[config.mk]
export PLATFORM = sky130hd
export DESIGN_NAME = instruction_fetch_unit
export DESIGN_NICKNAME = d
export VERILOG_FILES = /design/src/rtl/fetch_pkg.sv /design/src/rtl/if_skid_buffer.sv /design/src/rtl/instruction_fetch_unit.sv
export SDC_FILE = /design/constraint.sdc
export NUM_CORES = 1
export LEC_CHECK = 0
export ABC_AREA = 1
export CORE_MARGIN = 2
export CORE_UTILIZATION = 54
export CTS_CLUSTER_SIZE = 14
export DETAILED_ROUTE_END_ITERATION = 8
export GPL_TIMING_DRIVEN = 0
export PLACE_DENSITY = 0.79
export SYNTH_ARGS = -nofsm -noshare
export SYNTH_HDL_FRONTEND = slang
export SYNTH_SLANG_ARGS = --single-unit
[constraint.sdc]
create_clock -name CLK -period 2.4 [get_ports CLK]
set_input_delay 0.36 -clock CLK [delete_from_list [all_inputs] [get_ports CLK]]
set_output_delay 0.36 -clock CLK [all_outputs]
set_load 0.02 [all_outputs]
[src/rtl/fetch_pkg.sv]
// fetch_pkg: shared state encoding and constants for the instruction fetch unit.
package fetch_pkg;
  typedef enum logic [1:0] {
    IDLE,
    FETCH,
    KILL,
    FULL
  } state_e;
  localparam logic [31:0] NOP = 32'h0000_0013;
  localparam logic [31:0] PC_INC = 32'd4;
  localparam logic [31:0] RESET_PC_DEFAULT = 32'h0000_0000;
endpackage

[src/rtl/if_skid_buffer.sv]
// if_skid_buffer: one-entry {pc, instr} holding register for fetches that land while IF/ID is stalled.
module if_skid_buffer (
  input  logic        clk_i,
  input  logic        rst_ni,
  input  logic        load_i,
  input  logic        unload_i,
  input  logic        flush_i,
  input  logic [63:0] data_i,
  output logic        valid_o,
  output logic [63:0] data_o
);
  logic        valid_q;
  logic [63:0] data_q;
  always_ff @(posedge clk_i or negedge rst_ni) begin
    if (!rst_ni) begin
      valid_q <= 1'b0;
      data_q  <= '0;
    end else begin
      valid_q <= !flush_i && (load_i || (valid_q && !unload_i));
      if (load_i) data_q <= data_i;
    end
  end
  assign valid_o = valid_q;
  assign data_o  = data_q;
endmodule

[src/rtl/instruction_fetch_unit.sv]
// instruction_fetch_unit: IF stage with one request in flight, redirect/kill handling and a skid entry.
// Define IFU_MISALIGN_CHECK_EN to word-align redirect targets and flag misaligned ones.
module instruction_fetch_unit
  import fetch_pkg::*;
#(
  parameter logic [31:0] RESET_PC = RESET_PC_DEFAULT
) (
  input  logic        CLK,
  input  logic        RESET,
  input  logic        PC_SEL,
  input  logic [31:0] BRANCH_TARGET,
  input  logic        STALL,
  output logic [31:0] IMEM_ADDRESS,
  output logic        IMEM_READ,
  input  logic [31:0] IMEM_READDATA,
  input  logic        IMEM_BUSYWAIT,
  output logic [31:0] OUT_PC,
  output logic [31:0] OUT_INSTRUCTION,
  output logic        OUT_VALID,
  output logic        BUSYWAIT,
  output logic        MISALIGN_FAULT
);
  state_e      state_q;
  logic [31:0] pc_q, addr_q, out_pc_q, out_instr_q, target;
  logic        out_valid_q, done, consume;
  logic        skid_valid, skid_load, skid_unload;
  logic [63:0] skid_data;
  assign IMEM_READ   = (state_q == FETCH) || (state_q == KILL);
  assign done        = IMEM_READ && !IMEM_BUSYWAIT;
  assign consume     = out_valid_q && !STALL;
  assign skid_load   = !PC_SEL && (state_q == FETCH) && done && out_valid_q && STALL;
  assign skid_unload = !PC_SEL && skid_valid && !STALL;
`ifdef IFU_MISALIGN_CHECK_EN
  logic fault_q;
  assign target = {BRANCH_TARGET[31:2], 2'b00};
  always_ff @(posedge CLK or negedge RESET) begin
    if (!RESET) fault_q <= 1'b0;
    else if (PC_SEL && BRANCH_TARGET[1:0] != 2'b00) fault_q <= 1'b1;
  end
  assign MISALIGN_FAULT = fault_q;
`else
  assign target = BRANCH_TARGET;
  assign MISALIGN_FAULT = 1'b0;
`endif
  if_skid_buffer u_skid (
    .clk_i   (CLK),
    .rst_ni  (RESET),
    .load_i  (skid_load),
    .unload_i(skid_unload),
    .flush_i (PC_SEL),
    .data_i  ({addr_q, IMEM_READDATA}),
    .valid_o (skid_valid),
    .data_o  (skid_data)
  );
  always_ff @(posedge CLK or negedge RESET) begin
    if (!RESET) begin
      state_q     <= IDLE;
      pc_q        <= RESET_PC;
      addr_q      <= RESET_PC;
      out_pc_q    <= '0;
      out_instr_q <= NOP;
      out_valid_q <= 1'b0;
    end else if (PC_SEL) begin
      out_valid_q <= 1'b0;
      // An outstanding read must drain on its old address before the target can be issued
      if (IMEM_READ && IMEM_BUSYWAIT) begin
        state_q <= KILL;
        pc_q    <= target;
      end else begin
        state_q <= FETCH;
        addr_q  <= target;
        pc_q    <= target + PC_INC;
      end
    end else begin
      case (state_q)
        IDLE: begin
          state_q <= FETCH;
          addr_q  <= pc_q;
          pc_q    <= pc_q + PC_INC;
        end
        FETCH: begin
          if (done && (!out_valid_q || !STALL)) begin
            out_pc_q    <= addr_q;
            out_instr_q <= IMEM_READDATA;
            out_valid_q <= 1'b1;
            addr_q      <= pc_q;
            pc_q        <= pc_q + PC_INC;
          end else if (done) begin
            state_q <= FULL;
          end else if (consume) begin
            out_valid_q <= 1'b0;
          end
        end
        KILL: begin
          if (consume) out_valid_q <= 1'b0;
          if (done) begin
            state_q <= FETCH;
            addr_q  <= pc_q;
            pc_q    <= pc_q + PC_INC;
          end
        end
        FULL: begin
          if (skid_unload) begin
            out_pc_q    <= skid_data[63:32];
            out_instr_q <= skid_data[31:0];
            state_q     <= FETCH;
            addr_q      <= pc_q;
            pc_q        <= pc_q + PC_INC;
          end
        end
      endcase
    end
  end
  assign IMEM_ADDRESS    = addr_q;
  assign OUT_PC          = out_pc_q;
  assign OUT_INSTRUCTION = out_instr_q;
  assign OUT_VALID       = out_valid_q;
  assign BUSYWAIT        = !out_valid_q;
endmodule
**Word level (Yosys, flattened, before mapping)**

Cells that the tools add are included.

- Register bits after elaboration: 196
- Input bits: 69
- Output and inout port bits: 100
- Word-level logic and storage cells: 81

- Add/sub/neg operators: 2
- Equality and inequality tests: 12
- Mux-type cells: 30
- Bitwise logic cells: 1
- Reduce and logical (&&, ||, !) cells: 28

Operator list:

| cell | number |
|---|---|
| 2-to-1 mux 32 bit | 14 |
| case mux 32 bit (4 select lines) | 2 |
| case mux 32 bit (2 select lines) | 2 |
| adder 32 x 3 -> 32 bit (second input constant) | 2 |
| logical AND 1 bit | 12 |
| 2-to-1 mux 2 bit | 6 |
| AND reduction 4 bit | 3 |
| inequality test 3 bit (second input constant) | 3 |
| case mux 2 bit (4 select lines) | 1 |
| inequality test 3 x 2 -> 1 bit (second input constant) | 2 |
| logical NOT 1 bit | 5 |
| == test 2 bit (second input constant) | 2 |
| 2-to-1 mux 1 bit | 4 |
| inequality test 2 x 1 -> 1 bit (second input constant) | 2 |
| inequality test 4 x 3 -> 1 bit (second input constant) | 1 |
| logical OR 1 bit | 3 |
| AND reduction 3 bit | 1 |
| nonzero test 3 bit | 1 |
| == test 2 x 1 -> 1 bit (second input constant) | 1 |
| logical NOT 2 bit | 1 |
| inequality test 2 bit (second input constant) | 1 |
| case mux 1 bit (2 select lines) | 1 |
| AND reduction 2 bit | 1 |
| nonzero test 2 bit | 1 |
| inverter 1 bit | 1 |

**Longest topological paths before layout**

- Depth in word-level cells: 8
- Gate-level depth with buffers: 13

**Modules after synthesis**

A second synthesis with hierarchy kept.

- Cell total of the unflattened synthesis: 1416
- Area total of the unflattened synthesis: 10598.9 µm²

Modules (own cells, without submodules):

| module | instances | cells each | area each (µm²) | seq. area each (µm²) |
|---|---|---|---|---|
| instruction_fetch_unit | 1 | 1141 | 8080.2 | 3281.9 |
| if_skid_buffer | 1 | 275 | 2518.7 | 1626.6 |

**Least setup slack after synthesis**

No wires, ideal clock.

- Kind: register to register
- From: register state_q[0]
- To: register addr_q[0] (netlist: IMEM_ADDRESS[0])
- Library setup time: 0.126 ns
- Arrival: 1.742 ns
- Data required time: 2.274 ns
- Slack: 0.532 ns
- Stages on the path, launching flop included: 12
- Clock period less this slack: 1.868 ns
- Cells stage by stage: dfrtp_1 > inv_1 > ha_1 > nor2_2 > nor2_1 > nand2_1 > nand2_1 > a21oi_2 > inv_2 > nor2_4 > buf_2 > o21ai_0

- Cells in the longest elaborated chain, start to end: 6
- Elaborated cells on any way between the ends: 15
- Those cells by class: eq/ne: 7; mux: 2; reduce/logical: 6

Ends and longest elaborated chain:

| element | RTL line | source |
|---|---|---|
| start, declared | instruction_fetch_unit.sv:23 | `state_e state_q;` |
| start signal, assigned | instruction_fetch_unit.sv:57 | `state_q <= IDLE;` |
| start signal, assigned | instruction_fetch_unit.sv:67 | `state_q <= KILL;` |
| start signal, assigned | instruction_fetch_unit.sv:70 | `state_q <= FETCH;` |
| == test 2 x 1 -> 1 bit / == test 2 bit (equally long branches) | instruction_fetch_unit.sv:28, instruction_fetch_unit.sv:75 |  |
| logical OR 1 bit | instruction_fetch_unit.sv:28 | `assign IMEM_READ = (state_q == FETCH) \|\| (state_q == KILL);` |
| logical AND 1 bit | instruction_fetch_unit.sv:29 | `assign done = IMEM_READ && !IMEM_BUSYWAIT;` |
| logical AND 1 bit | instruction_fetch_unit.sv:82 | `if (done && (!out_valid_q \|\| !STALL)) begin` |
| inequality test 3 x 2 -> 1 bit (no source line) | - |  |
| AND reduction 4 bit (no source line) | - |  |
| end signal, assigned | instruction_fetch_unit.sv:78 | `addr_q <= pc_q;` |
| end signal, assigned | instruction_fetch_unit.sv:86 | `addr_q <= pc_q;` |
| end signal, assigned | instruction_fetch_unit.sv:98 | `addr_q <= pc_q;` |
| end, declared | instruction_fetch_unit.sv:24 | `logic [31:0] pc_q, addr_q, out_pc_q, out_instr_q, target;` |

Parallel ways exist; a longest one is shown, timed or not.
A chain may end at the register's enable or synchronous reset.

**Worst setup path after layout**

- From: register state_q[0]
- To: output port IMEM_READ

- Cells in the longest elaborated chain, start to end: 2
- Elaborated cells on any way between the ends: 3
- Those cells by class: eq/ne: 2; reduce/logical: 1

Ends and longest elaborated chain:

| element | RTL line | source |
|---|---|---|
| == test 2 x 1 -> 1 bit / == test 2 bit (equally long branches) | instruction_fetch_unit.sv:28 |  |
| logical OR 1 bit * | instruction_fetch_unit.sv:28 |  |
| end, declared | instruction_fetch_unit.sv:14 | `output logic IMEM_READ,` |

Mark *: on every way between the ends. The rest lies on a longest branch, timed or not.

==> results.py <==
metrics = {
    "sta": {
        "setup_viol": 0,
        "finalCriticalPeriod_ns": 2.310,
        "slew_headroom": 0.5095,
        "period_share": 0.9623,
        "tightestPinTransition_ns": 0.7357,
        "grt_setup_unrepaired": "yes",
        "tns_ns": 0,
        "drv_slew": 0,
        "hold_viol": 0,
        "fmax_mhz": 433.0,
        "skew_ns": 0.01233,
        "hold_slack_ns": 0.4765,
    },
    "placed_design": {
        "portBuffers": 167,
        "place_area_mm2": 0.01221,
        "dp_hpwl_um": 23490,
        "gp_congestion": 0.9727,
    },
    "global_route": {
        "antenna_found_initial": 0,
        "grt_max_degree": 101,
        "overflow": 0,
        "grt_pass1_wl_um": 48560,
        "grtUsageTotal": 0.3127,
        "grt_pass1_vias": 9342,
    },
    "final_layout": {
        "finalInstanceArea_mm2": 0.01285,
        "finalNetCount": 1614,
        "drive_gt1_frac": 0.07469,
        "layout_common_cells": "464 x nand2_1, 193 x dfrtp_1, 166 x clkdlybuf4s50_1, 163 x nor2_1, 100 x o21ai_0",
        "num_antenna_cells": 0,
        "area_delta_synth_final_pct": 25.84,
        "layout_commonest_cell": "nand2_1",
    },
    "power_and_ir_drop": {
        "power_density_mw_per_mm2": 1288,
        "vdd_ir_drop_max_mv": 0.5837,
        "power_w": 0.01655,
        "cellLeakagePower_nw": 5.877,
    },
    "worst_setup_path": {
        "crit_type": "register to primary output",
        "reg2reg_slack_ns": 0.16,
        "critPathCaptureType": "primary output",
        "path_cells": "inv_1 > ha_1 > inv_1 > clkdlybuf4s50_1",
        "cp.required_ns": 2.04,
        "worstSetupStartpoint": "state_q[0]$_DFFE_PN0P_",
        "reg2reg_from": "state_q[0]$_DFFE_PN0P_",
        "reg2reg_to": "IMEM_ADDRESS[31]$_DFFE_PN0P_",
        "crit_top_cell": "inv_1",
        "slowest_stage": "clkdlybuf4s50_1",
        "slowest_delay_ns": 0.60,
        "rr_worst_depth": 9,
        "arrival_ns": 1.95,
        "start_kind": "register",
        "cp_max_fo": 4,
    },
    "yosys": {
        "syn_nets": 1424,
        "synth_edf_count": 0,
        "synth_flop_cell": "dfrtp_1",
        "synth_cells": 1350,
        "ys_seq_area_frac": 0.4808,
        "ys_types": 36,
        "synth_area_mm2": 0.01021,
        "yosysWarnings": 0,
        "avgSynthCellArea_um2": 7.562,
        "ys_seq_elements": 196,
        "async_flop_share": 1.000,
    },
    "flow_run": {
        "maxCapViolCount": 0,
    },
    "drt": {
        "routed_wl_um": 30740,
        "drc": 0,
        "drt_iter0_markers": 758,
        "routed_via_density": 5.475,
        "vias": 9783,
        "ant_nets": 0,
        "wl_per_cell_um": 17.20,
        "first_pass_iters": 5,
    },
    "cts": {
        "htree_levels": 4,
        "cts_num_sinks": 196,
        "cts_buffers": 17,
        "clk_latency_ns": 0.44,
        "cts.clk_slew.worst_paths_ns": 0.07,
        "cts_max_path_buffers": 2,
        "tritoncts": "done",
        "ctsRootBufferMaster": "clkbuf_16",
    },
    "floorplanning": {
        "core_region_area_mm2": 0.01864,
        "rows": 50,
        "io_pins": 169,
        "fp.dieArea_mm2": 0.02002,
        "fp.dieW_um": 141.5,
        "start_util": 0.5476,
        "die_h_um": 141.5,
    },
    "worst_hold_path": {
        "hold_path.class": "register to register",
        "holdPathStages": 2,
        "holdPathEnd": "pc_q[1]$_DFFE_PN0P_",
        "min-delay-start": "pc_q[1]$_DFFE_PN0P_",
    },
    "status": {
        "status": "finished clean",
    },
}
synthesized netlist by cell type, types with 15 or more instances:
master	number	area (um2)
a31oi_1	68	425.4
o21ai_1	15	75.07
o21ai_0	100	500.5
nand3_1	70	350.3
a21oi_1	19	95.09
buf_2	19	95.09
clkbuf_1	32	120.1
nor2_1	165	619.3
dfrtp_1	193	4830
inv_1	98	367.9
mux2_2	32	360.4
nand2_1	464	1742
stage by stage:
step	utilization	worst slack, ns	cells
5_1_grt	0.6891	-0.02251	1787
6_report	0.6891	0.09043	1787
3_3_place_gp	0.6530	-6.975	1751
4_1_cts	0.6870	0.07303	1785
2_1_floorplan	-	0.5322	1350
3_5_place_dp	0.6547	-0.2107	1752
critical path, delay by kind of cell, from the launching register on:
family     cells  cell delay [ns]
flops          1             0.40
buf+inv        3             0.76
fa+ha+maj      1             0.36
power by group:
group / switching [W] / total [W] / internal, W
Combinational: 0.00471 / 0.00788 / 0.00316
Clock: 0.00133 / 0.00285 / 0.00152
Sequential: 0.00110 / 0.00582 / 0.00472
sequential cells by signal, indices dropped and copies added, names as in the netlist:
register and count:
state_q 2, u_skid.data_o 64, u_skid.valid_o 1, pc_q 32
OUT_PC 32, OUT_VALID 1, IMEM_ADDRESS 32, OUT_INSTRUCTION 32
final cells by class:
cell class / count / area, um2
Inverter: 102 / 382.9
Multi-Input combinational cell: 989 / 4616
Sequential cell: 196 / 4908
Timing Repair Buffer: 170 / 1722
Clock buffer: 19 / 452.9
Tap cell: 234 / 292.8
Fill cell: 1580 / 5797
Buffer: 64 / 332.8
Clock inverter: 13 / 138.9
cells by family (layout without fill, tap and decap cells):
logic type | count (synthesis) | count (layout) | share of synthesized area
xor+xnor | 9 | 9 | 0.007722
flops | 196 | 196 | 0.4808
simple gates | 728 | 729 | 0.2846
other cells | 1 | 1 | 0.0003673
mux | 32 | 32 | 0.03530
fa+ha+maj | 5 | 5 | 0.006128
compound gates | 213 | 213 | 0.1155
buf+inv | 166 | 368 | 0.06962
worst max-delay path by stage:
stage          cells past startpoint                             to
4_1_cts                            8  u_skid.data_o[42]$_DFFE_PN0P_
6_report                           4                      IMEM_READ
2_1_floorplan                     11    IMEM_ADDRESS[0]$_DFFE_PN0P_
5_1_grt                           11           pc_q[19]$_DFFE_PN0P_
3_5_place_dp                      11           pc_q[16]$_DFFE_PN0P_
3_3_place_gp                       1           pc_q[28]$_DFFE_PN0P_
per-layer routing:
metal / track usage / part of all wire / routed length [um]
met2: 0.5411 / 0.49 / 14970
met1: 0.3951 / 0.42 / 12780
met4: 0.1216 / 0.032 / 996
met3: 0.05062 / 0.065 / 1990
met5: 0 / 0 / 0
what timing repair did:
item	CTS	global route
setup buffers	0	1
hold endpoints to repair	85	0
gates resized for setup	0	11
hold buffers	1	0
setup endpoints to repair	0	42
Power figures use the tool's default switching activity.
